--- src/rtl/led_fade_pwm_pkg.sv ---
// Shared constants for the LED fade output stage.
package led_fade_pwm_pkg;

  localparam int unsigned LED_NUM      = 6;
  localparam int unsigned LED_PWM_BITS = 8;
  localparam int unsigned LED_CLK_HZ   = 50_000_000;
  localparam int unsigned DIV_W        = 32;

endpackage

--- src/rtl/led_fade_pwm_if.sv ---
// Pattern-in / PWM-out bundle between the flow generator and the LED fade stage.
interface led_fade_pwm_if;
  import led_fade_pwm_pkg::*;

  logic [LED_NUM-1:0] led_in;
  logic [LED_NUM-1:0] led_out;

  modport master (output led_in, input led_out);
  modport slave  (input led_in, output led_out);

endinterface

--- src/rtl/led_fade_channel.sv ---
// One LED channel: brightness register with attack/decay priority and PWM compare.
module led_fade_channel
  import led_fade_pwm_pkg::*;
#(
  parameter int unsigned              PWM_BITS   = LED_PWM_BITS,
  parameter logic [PWM_BITS-1:0]      DECAY_STEP = PWM_BITS'(8)
) (
  input  logic                clk_50m,
  input  logic                reset_n,
  input  logic                led_in,
  input  logic                tick,
  input  logic [PWM_BITS-1:0] pwm_cnt,
  output logic                led_out
);

  localparam logic [PWM_BITS-1:0] MAX = '1;

  logic [PWM_BITS-1:0] bri;

  // Input forces full brightness; otherwise decay on tick, saturating at zero.
  always_ff @(posedge clk_50m or negedge reset_n) begin
    if (!reset_n) begin
      bri     <= '0;
      led_out <= 1'b0;
    end else begin
      if (led_in) begin
        bri <= MAX;
      end else if (tick && (bri > DECAY_STEP)) begin
        bri <= bri - DECAY_STEP;
      end else if (tick) begin
        bri <= '0;
      end
      led_out <= (bri == MAX) | (pwm_cnt < bri);
    end
  end

endmodule

--- src/rtl/led_fade_pwm.sv ---
// PWM LED driver that turns a stepped running light into a comet with a fading tail.
module led_fade_pwm
  import led_fade_pwm_pkg::*;
#(
  parameter int unsigned          PWM_BITS   = LED_PWM_BITS,
  parameter logic [DIV_W-1:0]     DECAY_DIV  = 32'd250_000,
  parameter logic [PWM_BITS-1:0]  DECAY_STEP = PWM_BITS'(8)
) (
  input  logic          clk_50m,
  input  logic          reset_n,
  led_fade_pwm_if.slave led
);

  logic [DIV_W-1:0]    div_cnt;
  logic [PWM_BITS-1:0] pwm_cnt;
  logic                tick;
  logic [LED_NUM-1:0]  led_q;

  assign tick = (div_cnt == DECAY_DIV - DIV_W'(1));

  // Decay divider and shared free-running PWM counter.
  always_ff @(posedge clk_50m or negedge reset_n) begin
    if (!reset_n) begin
      div_cnt <= '0;
      pwm_cnt <= '0;
    end else begin
      div_cnt <= tick ? '0 : div_cnt + DIV_W'(1);
      pwm_cnt <= pwm_cnt + PWM_BITS'(1);
    end
  end

  for (genvar i = 0; i < LED_NUM; i++) begin : g_ch
    led_fade_channel #(
      .PWM_BITS   (PWM_BITS),
      .DECAY_STEP (DECAY_STEP)
    ) u_ch (
      .clk_50m (clk_50m),
      .reset_n (reset_n),
      .led_in  (led.led_in[i]),
      .tick    (tick),
      .pwm_cnt (pwm_cnt),
      .led_out (led_q[i])
    );
  end

  assign led.led_out = led_q;

endmodule
--- src/flat_wrapper.sv ---
// flat-port wrapper written by rule: the top's interface ports become plain ports
module led_fade_pwm_flat import led_fade_pwm_pkg::*;
#(
  parameter int unsigned          PWM_BITS   = LED_PWM_BITS,
  parameter logic [DIV_W-1:0]     DECAY_DIV  = 32'd250_000,
  parameter logic [PWM_BITS-1:0]  DECAY_STEP = PWM_BITS'(8)
)
  (clk_50m, reset_n, led_led_in, led_led_out);
  led_fade_pwm_if led_i ();
  input  logic clk_50m;
  input  logic reset_n;
  input wire logic [$bits(led_i.led_in)-1:0] led_led_in;
  output wire logic [$bits(led_i.led_out)-1:0] led_led_out;
  assign led_i.led_in = led_led_in;
  assign led_led_out = led_i.led_out;
  led_fade_pwm #(.PWM_BITS(PWM_BITS), .DECAY_DIV(DECAY_DIV), .DECAY_STEP(DECAY_STEP)) u_core (.clk_50m(clk_50m), .reset_n(reset_n), .led(led_i));
endmodule
--- config.mk ---
export PLATFORM = sky130hd
export DESIGN_NAME = led_fade_pwm_flat
export DESIGN_NICKNAME = d
export VERILOG_FILES = /design/src/rtl/led_fade_pwm_pkg.sv /design/src/rtl/led_fade_pwm_if.sv /design/src/rtl/led_fade_channel.sv /design/src/rtl/led_fade_pwm.sv /design/src/flat_wrapper.sv
export SDC_FILE = /design/constraint.sdc
export NUM_CORES = 1
export LEC_CHECK = 0
export ABC_AREA = 1
export BUFFER_PORTS_ARGS = -buffer_cell sky130_fd_sc_hd__clkbuf_2
export CORE_ASPECT_RATIO = 0.9
export CORE_MARGIN = 2
export CORE_UTILIZATION = 45
export CTS_CLUSTER_SIZE = 14
export DETAILED_ROUTE_END_ITERATION = 6
export PLACE_DENSITY = 0.64
export RECOVER_POWER = 25
export SYNTH_ARGS = -nofsm -noshare
export SYNTH_HDL_FRONTEND = slang
export SYNTH_SLANG_ARGS = --single-unit
--- constraint.sdc ---
create_clock -name clk_50m -period 1.7 [get_ports clk_50m]
set_input_delay 0.085 -clock clk_50m [delete_from_list [all_inputs] [get_ports clk_50m]]
set_output_delay 0.085 -clock clk_50m [all_outputs]
set_load 0.005 [all_outputs]
# Word-level counts from Yosys, hierarchy flattened
# Cells that the tools add are included.
totals:
  out_inout_bits: 6
  reg_bits: 94
  in_bits: 8
classes:
  eq_ne: 7
  n_addsub: 8
  n_lt_le_gt_ge: 12
  n_bitwise: 6
  reduce_logical: 12
  n_mux: 14
op_table:
  columns: ["op", "n"]
  rows:
  - ["8-bit 2-to-1 mux", 13]
  - ["8-bit equality test, second input constant", 6]
  - ["8-bit by 4-bit > comparator with 1-bit output, second input constant", 6]
  - ["8-bit < comparator", 6]
  - ["8-bit by 4-bit subtractor with 8-bit output, second input constant", 6]
  - ["32-bit by 1-bit adder with 32-bit output, second input constant", 1]
  - ["32-bit by 18-bit equality test with 1-bit output, second input constant", 1]
  - ["32-bit 2-to-1 mux", 1]
  - ["3-bit nonzero test", 6]
  - ["8-bit by 1-bit adder with 8-bit output, second input constant", 1]
  - ["1-bit logical AND", 6]
  - ["1-bit OR", 6]

# Longest topological paths before layout
# Gate-level depths: netlist of the first run.
depth:
  word_depth: 4
  mapped_depth: 11
  ltp_nobuf: 10

# Hierarchy
# Synthesis of the first run repeated with hierarchy kept, for this count alone.
hier_totals:
  hier_cells: 750
  hier_area_um2: 5605.4
by_module_without_submodules:
  columns: ["module", "area_each_um2", "cells_each", "instances"]
  rows:
  - ["led_fade_channel", 546.8, 70, 6]
  - ["led_fade_pwm", 2324.7, 330, 1]

# Worst setup path after synthesis of the first run
# Ideal clock, no wire load.
synth_path:
  kind: "reg2reg"
  startpoint: "register u_core.div_cnt[0]"
  endpoint: "register u_core.g_ch[0].u_ch.bri[7]"
  arrival_ns: 1.377
  slack_ns: 0.195
  setup_ns: 0.127
  required_ns: 1.573
  path_stages_with_launch: 12
  cell_sequence: "dfrtp_1 > ha_1 > inv_1 > nor2_2 > nand2_1 > inv_1 > nand2_1 > nor2_2 > inv_2 > buf_2 > nand2_1 > nand3_1"
synth_via:
  elab_chain_cells: 4
  word_cells_on_any_way: 5
synth_rtl:
  columns: ["item", "line", "rtl"]
  rows:
  - ["from (decl)", "led_fade_pwm.sv:14", "logic [DIV_W-1:0] div_cnt;"]
  - ["from (signal assigned)", "led_fade_pwm.sv:27", "div_cnt <= tick ? '0 : div_cnt + DIV_W'(1);"]
  - ["32-bit by 18-bit equality test with 1-bit output (*)", "led_fade_pwm.sv:19", "assign tick = (div_cnt == DECAY_DIV - DIV_W'(1));"]
  - ["1-bit logical AND", "led_fade_channel.sv:28", "end else if (tick && (bri > DECAY_STEP)) begin"]
  - ["8-bit 2-to-1 mux", "led_fade_channel.sv:28", null]
  - ["8-bit 2-to-1 mux", "led_fade_channel.sv:26", "if (led_in) begin"]
  - ["to (signal assigned)", "led_fade_channel.sv:29", "bri <= bri - DECAY_STEP;"]
  - ["to (decl)", "led_fade_channel.sv:18", "logic [PWM_BITS-1:0] bri;"]
# Every way passes the cells marked *; elsewhere a longest branch is shown, timed or not.
# A chain may end at the register's enable or synchronous reset.

# Worst setup path in the final report of the first run
layout_path:
  startpoint: "register u_core.div_cnt[1]"
  endpoint: "register u_core.div_cnt[14]"
layout_via:
  elab_chain_cells: 2
  word_cells_on_any_way: 3
layout_rtl:
  columns: ["item", "line"]
  rows:
  - ["32-bit by 1-bit adder with 32-bit output / 32-bit by 18-bit equality test with 1-bit output (equally long branches)", "led_fade_pwm.sv:27, led_fade_pwm.sv:19"]
  - ["32-bit 2-to-1 mux (*)", "led_fade_pwm.sv:27"]
# Marked as above.

==> qor_table.md, run 1 <==
| Metric | This run |
|:---|:---|
| Fraction of synthesis flops using an asynchronous set or reset pin | 1.00 |
| Max stage delay cell, worst path | dfrtp_1 |
| Maximum VDD drop | 0.506 mV |
| Antenna Violating Nets Remaining | 0 |
| Setup violations, final | 0 |
| Post-synthesis instance area | 5530 um2 |
| Most common library cell in the layout ignoring fill and taps | nand2_1 |
| Required arrival time at the worst endpoint | 1960 ps |
| Maximum level of the CTS H-tree | 3 |
| Fin. Hold Viols | 0 |
| Routability cong. | 0.899 |
| Outcome | completed |
| Die span in x | 121 um |
| Vias in the first global route | 4733 |
| Minimum clock period after layout | 1620 ps |
| Share of final-layout standard cells stronger than drive strength 1 | 0.124 |
| Synth Area in Adders | 0.113 |
| Critical path launch point type | flop |
| CP top delay family | simple AND/OR/NAND/NOR gates |
| Boundary Pins | 14 |
| CP max FO | 3 |
| Data arrival time of the critical path | 1880 ps |
| Number of placement rows | 38 |
| Wire length of the first global-routing pass | 22500 um |
| Initial antenna violation count | 0 |
| Max stage delay on crit path | 360 ps |
| Most frequent cells in the layout | 179 x nand2_1, 125 x inv_1, 107 x nand3_1 |
| Port-buffer cells | 13 |
| Starting utilization of the core area | 0.460 |
| Die Footprint | 13200 um2 |
| Post-synthesis share of cell area spent on and, or, nand and nor gates | 0.317 |
| Final routed wirelength across all metal layers | 13600 um |
| Post-synth EDFFs | 0 |
| Max Clk Rate | 616 MHz |
| Met2 Routed Length | 6780 um |
| Worst-path cell chain | ha_2, buf_4, nand2_1, inv_2, nand2_1, nor2_4, nand2_1, inv_1, nor2_1, nor3_1 |
| Chip Height | 109 um |
| Number of distinct standard cells referenced by the synthesized netlist | 21 |
| Area of the core | 12000 um2 |
| Detailed-route wire length per cell | 14.0 um |
| Fraction of synthesized cell area in xor and xnor cells | 0.0570 |
| Net count reported at finish | 868 |
| Sequential cell area fraction in the yosys report | 0.371 |
| Most used DFF post-synth | dfrtp_1 |
| Number of buffers on the longest clock path | 2 |
| Tcrit/Tclk final | 0.954 |
| Main combinational cell family by area after synthesis | simple AND/OR/NAND/NOR gates |
| Startpoint-to-endpoint class of the critical path | flop to flop |
| Class of the most critical hold timing path | primary input to flop |
| Highest metal used | met4 |
| Final standard cell area without fillers | 6490 um2 |
| Worst slew margin | 0.542 |
| Leakage dissipation | 3.65 nW |
| Pin count of the biggest net entering global routing | 43 |
| Power Dens Cells | 633 nW/um2 |
| Syn avg cell area | 7.31 um2 |
| Fin cells | 975 |
| Vias per cell | 5.08 |
| Worst-margin pin slew | 687 ps |
| Number of buffer and inverter instances along the worst setup path | 3 |
| Routed length on met1 | 6180 um |
| Multiplexer fraction of the synthesized cell area | 0 |
| Initial DRC Count | 306 |
| Signed area change from the synthesized netlist to the final layout | 17.3% |
| Number of flip-flops and latches in the synthesized netlist | 82 |
| DRT Pass-1 Iters | 7 |
| Sinks on Clock Net | 82 |
| Number of placed instances with taps included | 949 |
| Final routed DRC violation total | 0 |
| Post-synthesis net count | 815 |
| Worst clock skew | 4.85 ps |
| Overall fraction of global-route tracks in use | 0.217 |
| Grt ovf | 0 |
| CTS clock-pin slew for the worst setup and hold paths | 60 ps |
| Cell chosen for the clock root | clkbuf_16 |
| Cts bufs inserted | 9 |
| Max Transition Viols Final | 0 |
| CP endpoint kind | flop |
| Post-synthesis cell count | 757 |
| Compound-cell area share of the yosys netlist | 0.0335 |
| Synth warn | 0 |
| Diode count | 0 |
| Placed wire-length estimate | 9990 um |
| Critical Path Most Common Cell | nand2_1 |
| Placed cell areas | 5940 um2 |
| CTS tree | yes |
| Total number of vias | 4954 |
| Worst-Skew Late Latency | 350 ps |
| Met3 wire len | 488 um |
| Max-cap violation count | 0 |
timing repair:
item | CTS | global route
hold buffers | 1 | 0
pin swaps | 0 | 5
hold endpoints to repair | 25 | 0
setup buffers | 0 | 7
endpoints found under the setup margin | 35 | 53
gates resized for setup | 8 | 33
cloned | 0 | 2
layout make-up:
cell class / instances / area, um2
Multi-Input combinational cell: 531 / 2980
Sequential cell: 82 / 2050
Inverter: 131 / 497
Timing Repair Buffer: 55 / 459
Clock buffer: 10 / 239
Fill cell: 1110 / 5540
Clock inverter: 6 / 66.3
Tap cell: 160 / 200
state kept, by name, indices dropped and copies added, names as in the netlist:
signal                    cells
u_core.g_ch.u_ch.bri         36
u_core.div_cnt               32
u_core.pwm_cnt                8
u_core.g_ch.u_ch.led_out      6
kinds of logic after synthesis:
logic type / Yosys count
AO/OA/AOI/OAI: 34
XOR/XNOR: 36
adder cells (fa/ha/maj): 50
buffers and inverters: 144
flip-flops: 82
AND/OR/NAND/NOR: 411
stage by stage:
| step | setup TNS (ps) | power (mW) | hold slack, ps | util | worst slack, ps |
|---|---|---|---|---|---|
| 3_5_place_dp | -220 | 2.13 | 29.2 | 0.494 | -37.1 |
| 2_1_floorplan | 0 | 2.06 | -211 | - | 195 |
| 5_1_grt | -66.9 | 4.25 | 44.0 | 0.540 | -28.5 |
| 6_report | 0 | 4.11 | 14.7 | 0.540 | 77.4 |
| 3_3_place_gp | 0 | 2.12 | 23.5 | 0.494 | 49.2 |
| 4_1_cts | 0 | 4.16 | 11.6 | 0.523 | 2.19 |
worst reg2reg max path, cell delays in order, from the launching register on:
cell and delay (ps):
dfrtp_1 360, ha_2 210, buf_4 110, nand2_1 50
inv_2 80, nand2_1 110, nor2_4 170, nand2_1 110
inv_1 120, nor2_1 60, nor3_1 160
routing by layer:
layer,global-route usage,vias up
met5,0,-
met4,0.0573,0
met3,0.0539,15
met2,0.376,81
met1,0.271,2361
li1,-,2497
synthesized netlist by cell type, types with 2 or more instances:
cell      count  share of area
o21ai_0       9         0.0081
nand4_1      12          0.014
ha_1         50           0.11
buf_6         4         0.0081
buf_4         7         0.0095
a21oi_1      19          0.017
nor3_1        8         0.0072
nand3_1     108          0.098
buf_2         2         0.0018
nor2_2        4         0.0045
nor4_1        6         0.0068
xor2_1       29          0.046
inv_2         3         0.0020
inv_1       128          0.087
dfrtp_1      82           0.37
xnor2_1       7          0.011
a211oi_1      6         0.0081
nand2_1     185           0.13
nor2_1       86          0.058
power breakdown:
| part | leakage [nW] | internal, mW | switching, mW |
|---|---|---|---|
| Sequential | 0.908 | 1.96 | 0.00993 |
| Combinational | 2.59 | 0.0291 | 0.0860 |
| Clock | 0.152 | 1.18 | 0.840 |
path summary, 6_finish.rpt:
| path | from | end | slack [ps] | depth (start not counted) |
|---|---|---|---|---|
| max | u_core.div_cnt[1]$_DFF_PN0_ | u_core.div_cnt[14]$_DFF_PN0_ | 80 | 10 |
| min | led_led_in[3] | u_core.g_ch[3].u_ch.bri[1]$_DFFE_PN0P_ | 10 | 3 |
| max reg2reg | u_core.div_cnt[1]$_DFF_PN0_ | u_core.div_cnt[14]$_DFF_PN0_ | 80 | 10 |
| min reg2reg | u_core.g_ch[0].u_ch.bri[1]$_DFFE_PN0P_ | u_core.g_ch[0].u_ch.bri[1]$_DFFE_PN0P_ | 500 | 2 |
| max in group asynchronous | reset_n | u_core.pwm_cnt[2]$_DFF_PN0_ | 280 | 3 |
| min in group asynchronous | reset_n | u_core.div_cnt[27]$_DFF_PN0_ | 310 | 2 |
Power figures use the tool's default switching activity.
==> run 2, diff against run 1 <==
- ABC_AREA: 1 -> 0
==> run 2 against run 1 <==
The run now ends with setup timing left. Hold slack improved by 13 ps. First-iteration DRC count fell by 7.8%. Sequential power barely moved. Sequential cell count did not move. Largest cell class unchanged. Highest routed layer unchanged.
==> qor_table.md, run 2 <==
| Metric | This run | Delta |
|:---|:---|:---|
| Max Clk Rate | 471 MHz | -24% |
| CTS clock-pin slew for the worst setup and hold paths | 60 ps | about the same |
| Final routed wirelength across all metal layers | 12300 um | -10% |
| Maximum VDD drop | 0.652 mV | +29% |
| Overall fraction of global-route tracks in use | 0.222 | +0.00514 |
| CP endpoint kind | flop |  |
| PnR worst setup slack | -422 ps | -500 ps |
| Share of final-layout standard cells stronger than drive strength 1 | 0.309 | +0.185 |
| Most common library cell in the layout ignoring fill and taps | dfrtp_1 |  |
| Antenna Violating Nets Remaining | 0 | unchanged |
| Outcome | finished with violations |  |
| Number of distinct standard cells referenced by the synthesized netlist | 40 | +90% |
| Pin count of the biggest net entering global routing | 44 | +2.3% |
| Total number of vias | 4168 | -16% |
| Diode count | 0 | unchanged |
| Violated checks | setup timing |  |
| Syn avg cell area | 9.81 um2 | +34% |
| Most frequent cells in the layout | 81 x dfrtp_1, 78 x buf_4, 49 x ha_1 |  |
| Class of the most critical hold timing path | primary input to flop |  |
| Final routed DRC violation total | 0 | unchanged |
| Met2 global-route usage | 0.387 | +0.0105 |
| FF-to-FF End | u_core.g_ch[5].u_ch.bri[5]$_DFFE_PN0P_ |  |
| Synth warn | 0 | unchanged |
| Detailed-route wire length per cell | 16.7 um | +19% |
| Number of placement rows | 35 | -7.9% |
| Critical path launch point type | flop |  |
| Minimum clock period after layout | 2120 ps | +500 ps |
| Fin. Hold Viols | 0 | unchanged |
| Worst-margin pin slew | 1160 ps | +470 ps |
| Tightest hold margin | 27.2 ps | +12.5 ps |
| Post-synth EDFFs | 0 | unchanged |
| Wire length of the first global-routing pass | 20300 um | -9.9% |
| Cell chosen for the clock root | clkbuf_16 |  |
| Post-synthesis instance area | 4860 um2 | -12% |
| Power Dens Cells | 629 nW/um2 | -0.52% |
| Fin cells | 737 | -24% |
| Worst Hold Depth | 2 | -1 |
| Number of flip-flops in the largest register | 36 | unchanged |
| CP max FO | 13 | +10 |
| Port-buffer cells | 13 | unchanged |
| Setup violations, final | 60 | +60 |
| Leakage dissipation | 3.35 nW | -8.1% |
| Final standard cell utilization of the core | 0.627 | +0.0874 |
| Number of flip-flops and latches in the synthesized netlist | 82 | unchanged |
| Cell taking the most area after synthesis | dfrtp_1 |  |
| Met1 Track Usage GR | 0.278 | +0.00672 |
| Maximum level of the CTS H-tree | 3 | unchanged |
| Number of buffers on the longest clock path | 2 | unchanged |
| Data arrival time of the critical path | 2400 ps | +520 ps |
| Portion of synthesized cell area occupied by the leading cell type | 0.422 | +0.0509 |
| Cells taking the most area after synthesis | dfrtp_1 42%, ha_1 13%, xnor2_1 4.0% |  |
| Sequential cell area fraction in the yosys report | 0.422 | +0.0509 |
| Vias per cell | 5.66 | +11% |
| Post-synthesis cell count | 496 | -34% |
| Cts bufs inserted | 9 | unchanged |
| Area of the core | 10400 um2 | -14% |
| Reg-to-reg setup timing slack | -420 ps | -500 ps |
| Launch instance of the worst min-delay path | led_led_in[3] |  |
| Number of placed instances with taps included | 700 | -26% |
| Initial antenna violation count | 0 | unchanged |
| Routability cong. | 0.861 | -4.2% |
| Placed wire-length estimate | 8170 um | -18% |
| DRT Pass-1 Iters | 5 | -2 |
| Register name with the most flops | u_core.g_ch.u_ch.bri |  |
| Worst slack at placement | -491 ps | -454 ps |
| Fraction of synthesis flops using an asynchronous set or reset pin | 1.00 | unchanged |
| Worst slew margin | 0.229 | -0.313 |
| Most used DFF post-synth | dfrtp_1 |  |
| Die span in x | 114 um | -6.0% |
| Largest registers ranked by flip-flop count | u_core.g_ch.u_ch.bri x36, u_core.div_cnt x32, u_core.pwm_cnt x8 |  |
| Post-synthesis net count | 554 | -32% |
| RSZ-0062 raised after global routing | true |  |
| Post-layout power | 4.09 mW | -0.27% |
| Grt ovf | 0 | unchanged |
| Chip Height | 103 um | -6.0% |
| Cell depth of the worst flop-to-flop path | 6 | -4 |
| Worst-Skew Late Latency | 340 ps | about the same |
| Commonest cells post-synth | 82 x dfrtp_1, 50 x ha_1, 39 x inv_1 |  |
| Worst clock skew | 5.84 ps | +0.990 ps |
| Starting utilization of the core area | 0.469 | +0.00887 |
| Most Crowded Layer GR | met2 |  |
| Max Transition Viols Final | 0 | unchanged |
| Required arrival time at the worst endpoint | 1980 ps | +20 ps |
| Net count reported at finish | 661 | -24% |
| R2r startpoint | u_core.div_cnt[9]$_DFF_PN0_ |  |
| Met3 usage in global routing | 0.0388 | -0.0151 |
| Tcrit/Tclk final | 1.25 | +0.294 |
| CTS tree | yes |  |
| Sinks on Clock Net | 82 | unchanged |
| Signed area change from the synthesized netlist to the final layout | 33.7% |  |
| Initial DRC Count | 282 | -7.8% |
| Most common cell in the synthesized netlist | dfrtp_1 |  |
| Startpoint-to-endpoint class of the critical path | flop to flop |  |
| Hold Path End | u_core.g_ch[3].u_ch.bri[4]$_DFFE_PN0P_ |  |
| Die Footprint | 11700 um2 | -12% |
| Max-cap violation count | 0 | unchanged |
| Vias in the first global route | 4283 | -9.5% |
| Boundary Pins | 14 | unchanged |
## run 2: cell types whose count changed after synthesis, sizes merged, moves of 15 or more
cell / change
nand3: -88
xor2: -15
inv: -92
a21o: +22
a211o: +16
nor2: -58
xnor2: +15
nand2: -153
## run 2: stage by stage
step           instance area, um2  setup TNS [ps]
2_1_floorplan                4920           -9290
3_3_place_gp                 5650          -10880
3_5_place_dp                 5650          -13480
4_1_cts                      6310          -10540
5_1_grt                      6510          -16850
6_report                     6510          -12890
## run 2: worst max-delay path, stage by stage, from the launching register on
cell	delay, ps
dfrtp_1	410
nor4_4	310
nand2_1	140
or4_4	580
buf_12	180
nor4b_4	290
a211o_1	140
## run 2: repair_timing
action,CTS,global route
resized for setup,60,36
hold buffers,1,0
buffers inserted,14,8
endpoints found under the setup margin,55,65
cloned,2,0
pin swaps,25,21
endpoints found under the hold margin,41,0
## run 2: layout make-up
type                            instances  area [um2]
Fill cell                             821        3870
Timing Repair Buffer                  112         920
Multi-Input combinational cell        359        2910
Inverter                               39         146
Clock buffer                           11         233
Sequential cell                        82        2050
Tap cell                              129         161
Clock inverter                          5        78.8
## run 2: kinds of logic (layout without fill, tap and decap cells)
group           count (synthesis)  count (layout)  share of synthesized area
compound gates                 88              88                      0.126
flops                          82              82                      0.422
fa+ha+maj                      50              50                      0.129
xor+xnor                       36              36                     0.0648
simple gates                  185             185                      0.209
buf+inv                        55             167                     0.0499
## run 2: power by group
part           internal [mW]       switching [mW]
clock network           1.28                0.786
registers               1.95  0.00000000000000212
logic                 0.0173               0.0549
total                   3.25                0.841
## run 2: layer usage
metal,up-vias,share of wire,wire [um]
met2,80,0.51,6260
met5,-,0,0
li1,2010,-,-
met4,0,0.025,309
met3,26,0.032,387
met1,2052,0.43,5330
## run 2: how the worst max path moves through the flow
| stage | startpoint | endpoint | slack (ps) | cells after the start |
|---|---|---|---|---|
| after floorplan | u_core.div_cnt[23]$_DFF_PN0_ | u_core.g_ch[4].u_ch.bri[5]$_DFFE_PN0P_ | -310 | 7 |
| after global placement | u_core.div_cnt[9]$_DFF_PN0_ | u_core.g_ch[5].u_ch.bri[5]$_DFFE_PN0P_ | -380 | 6 |
| after detailed placement | u_core.div_cnt[9]$_DFF_PN0_ | u_core.g_ch[1].u_ch.bri[5]$_DFFE_PN0P_ | -490 | 6 |
| after CTS | u_core.div_cnt[20]$_DFF_PN0_ | u_core.g_ch[5].u_ch.bri[4]$_DFFE_PN0P_ | -320 | 6 |
| after global routing | u_core.div_cnt[13]$_DFF_PN0_ | u_core.g_ch[5].u_ch.bri[5]$_DFFE_PN0P_ | -460 | 6 |
| final | u_core.div_cnt[9]$_DFF_PN0_ | u_core.g_ch[5].u_ch.bri[5]$_DFFE_PN0P_ | -420 | 6 |
==> run 3, diff against run 2 <==
- CORE_MARGIN: 2 -> 5
==> run 3 against run 2 <==
Register-to-register slack improved by 70 ps. Highest routed layer unchanged. First-iteration DRC count fell by 24%. Non-clock buffer count fell by 17. Clock-buffer cell count rose by 2. Hold slack got worse by 12 ps. Largest cell class unchanged. The flow still finishes with violations (setup timing).
==> qor_table.md, run 3 (synthesis results as in run 2) <==
| Metric | This run | Delta |
|:---|:---|:---|
| Most frequent cells in the layout | 78 x dfrtp_1, 73 x buf_4, 48 x ha_1 |  |
| Diode count | 0 | unchanged |
| Outcome | finished with violations |  |
| Die Footprint | 13000 um2 | +11% |
| CTS clock-pin slew for the worst setup and hold paths | 60 ps | about the same |
| Comb power frac | 0.018 | about the same |
| Area of the core | 10700 um2 | +3.3% |
| Number of flip-flops in the largest register | 36 | unchanged |
| Critical path launch point type | flop |  |
| Number of placed instances with taps included | 690 | -1.4% |
| Startpoint-to-endpoint class of the critical path | flop to flop |  |
| Sinks on Clock Net | 82 | unchanged |
| Launch instance of the worst min-delay path | led_led_in[0] |  |
| Final routed DRC violation total | 0 | unchanged |
| Maximum level of the CTS H-tree | 3 | unchanged |
| Tcrit/Tclk final | 1.20 | -0.0436 |
| Power Dens Cells | 646 nW/um2 | +2.7% |
| Vias per cell | 5.55 | -1.9% |
| Antenna Violating Nets Remaining | 0 | unchanged |
| Reg-to-reg setup timing slack | -350 ps | +70 ps |
| Post-layout power | 4.01 mW | -2.0% |
| Data arrival time of the critical path | 2260 ps | -140 ps |
| Share of total power in sequential cells | 0.486 | +0.009 |
| Hold Path End | u_core.g_ch[0].u_ch.bri[4]$_DFFE_PN0P_ |  |
| Class of the most critical hold timing path | primary input to flop |  |
| Fin. Hold Viols | 0 | unchanged |
| Fraction of power spent switching nets | 0.199 | -0.00647 |
| Register name with the most flops | u_core.g_ch.u_ch.bri |  |
| Wire length of the first global-routing pass | 19200 um | -5.1% |
| Number of placement rows | 36 | +2.9% |
| Detailed-route wire length per cell | 15.9 um | -4.6% |
| Cts bufs inserted | 9 | unchanged |
| CP endpoint kind | flop |  |
| CP max FO | 4 | -9 |
| Cell depth of the worst flop-to-flop path | 7 | +1 |
| Boundary Pins | 14 | unchanged |
| Number of buffers on the longest clock path | 2 | unchanged |
| Max Clk Rate | 488 MHz | +3.6% |
| RSZ-0062 raised after global routing | true |  |
| Initial antenna violation count | 0 | unchanged |
| Setup violations, final | 53 | -12% |
| Worst clock skew | 6.66 ps | +0.825 ps |
| Fin cells | 723 | -1.9% |
| Final routed wirelength across all metal layers | 11500 um | -6.4% |
| Worst-Skew Late Latency | 340 ps | about the same |
| Max-cap violation count | 0 | unchanged |
| Port-buffer cells | 13 | unchanged |
| Largest registers ranked by flip-flop count | u_core.g_ch.u_ch.bri x36, u_core.div_cnt x32, u_core.pwm_cnt x8 |  |
| Total number of vias | 4011 | -3.8% |
| Grt ovf | 0 | unchanged |
| Signed area change from the synthesized netlist to the final layout | 27.7% |  |
| Violated checks | setup timing |  |
| R2r startpoint | u_core.div_cnt[30]$_DFF_PN0_ |  |
| Most common library cell in the layout ignoring fill and taps | dfrtp_1 |  |
| Maximum VDD drop | 0.565 mV | -13% |
| Share of power burned in the clock network | 0.496 | -0.010 |
| Worst-margin pin slew | 1000 ps | -155 ps |
| Worst Hold Depth | 2 | unchanged |
| Vias in the first global route | 4104 | -4.2% |
| Share of final-layout standard cells stronger than drive strength 1 | 0.259 | -0.0499 |
| Placed wire-length estimate | 7760 um | -5.1% |
| Routability cong. | 0.857 | -0.44% |
| Net count reported at finish | 644 | -2.6% |
| Leakage dissipation | 3.23 nW | -3.7% |
| Worst slew margin | 0.332 | +0.103 |
| Chip Height | 109 um | +5.8% |
| CTS tree | yes |  |
| Net switching power of the design | 0.799 mW | -5.0% |
| Sum of negative setup slack | -11330 ps | +1560 ps |
| Die span in x | 120 um | +5.3% |
| Final standard cell utilization of the core | 0.580 | -0.0473 |
| Minimum clock period after layout | 2050 ps | -74.1 ps |
| Cell chosen for the clock root | clkbuf_16 |  |
| Pin count of the biggest net entering global routing | 39 | -11% |
| DRT Pass-1 Iters | 5 | unchanged |
| Max Transition Viols Final | 0 | unchanged |
| Starting utilization of the core area | 0.454 | -0.0149 |
| Initial DRC Count | 214 | -24% |
| PnR worst setup slack | -348 ps | +74.1 ps |
| Overall fraction of global-route tracks in use | 0.187 | -0.0357 |
| Worst slack at placement | -459 ps | +32.4 ps |
| Required arrival time at the worst endpoint | 1910 ps | -70 ps |
| FF-to-FF End | u_core.g_ch[4].u_ch.bri[7]$_DFFE_PN0P_ |  |
| Int Pwr | 3.22 mW | -1.2% |
[run 3: cell count changes in the layout (fill, tap and decap cells not counted), moves of 3 or more]
cell and delta:
nor3_1 +6, buf_4 -5, nor3_2 -6, dfrtp_1 -3, or2_2 +3, buf_6 -10
nor2_1 +7, nor2_2 -7, o21ai_1 -3, o21ai_0 +3, or2_4 -3, clkbuf_8 +3
dfrtp_2 +3
[run 3: metal layers]
layer | GRT usage | routed length, um | part of all wire
met5 | 0 | 0 | 0
met3 | 0.0410 | 480 | 0.042
met4 | 0.0924 | 309 | 0.027
met2 | 0.316 | 5660 | 0.49
met1 | 0.228 | 5040 | 0.44
[run 3: worst max-delay path, stage by stage, from the launching register on]
cell and delay [ps]:
dfrtp_1 390, nor4b_2 320, nand4_1 170, buf_4 190
nor4_4 210, buf_4 190, a31oi_1 80, or3_1 370
[run 3: timing repair]
action                                  CTS  global route
hold buffers                              1             0
hold endpoints to repair                 35             0
gates resized for setup                  30            23
endpoints found under the setup margin   60            63
gates cloned                              1             0
pin swaps                                 7            11
buffers inserted                          8             8
[run 3: layout make-up]
| cell class | count | area [um2] |
|---|---|---|
| repair buffers | 95 | 727 |
| multi-input cells | 359 | 2810 |
| clock buffers | 13 | 270 |
| fillers | 939 | 4510 |
| flip-flops and latches | 82 | 2060 |
| inverters | 39 | 146 |
| well taps | 133 | 166 |
| clock inverters | 2 | 35.0 |
[run 3: stage by stage]
| stage | instance area, um2 | hold WS (ps) |
|---|---|---|
| final | 6210 | 15.7 |
| after global routing | 6210 | 31.5 |
| after CTS | 6070 | 9.00 |
| after detailed placement | 5550 | 90.0 |
| after global placement | 5550 | 88.2 |
| after floorplan | 4920 | -211 |
[run 3: power groups by stage]
| stage | registers [mW] | logic [mW] | clock network [mW] |
|---|---|---|---|
| final | 1.95 | 0.0708 | 1.99 |
| after global placement | 1.99 | 0.0719 | 0 |
| after detailed placement | 1.99 | 0.0724 | 0 |
| after global routing | 1.95 | 0.0851 | 2.12 |
| after floorplan | 1.99 | 0.00510 | 0 |
| after CTS | 1.95 | 0.0743 | 2.04 |
[run 3: worst max-delay path by stage]
stage / from / to / slack [ps] / cells after the start
final: u_core.div_cnt[30]$_DFF_PN0_ / u_core.g_ch[4].u_ch.bri[7]$_DFFE_PN0P_ / -350 / 7
after global routing: u_core.div_cnt[24]$_DFF_PN0_ / u_core.g_ch[5].u_ch.bri[5]$_DFFE_PN0P_ / -460 / 6
after CTS: u_core.div_cnt[30]$_DFF_PN0_ / u_core.g_ch[4].u_ch.bri[7]$_DFFE_PN0P_ / -340 / 7
after detailed placement: u_core.div_cnt[9]$_DFF_PN0_ / u_core.g_ch[5].u_ch.bri[5]$_DFFE_PN0P_ / -460 / 6
after global placement: u_core.div_cnt[29]$_DFF_PN0_ / u_core.g_ch[5].u_ch.bri[5]$_DFFE_PN0P_ / -390 / 6
after floorplan: u_core.div_cnt[23]$_DFF_PN0_ / u_core.g_ch[4].u_ch.bri[5]$_DFFE_PN0P_ / -310 / 7
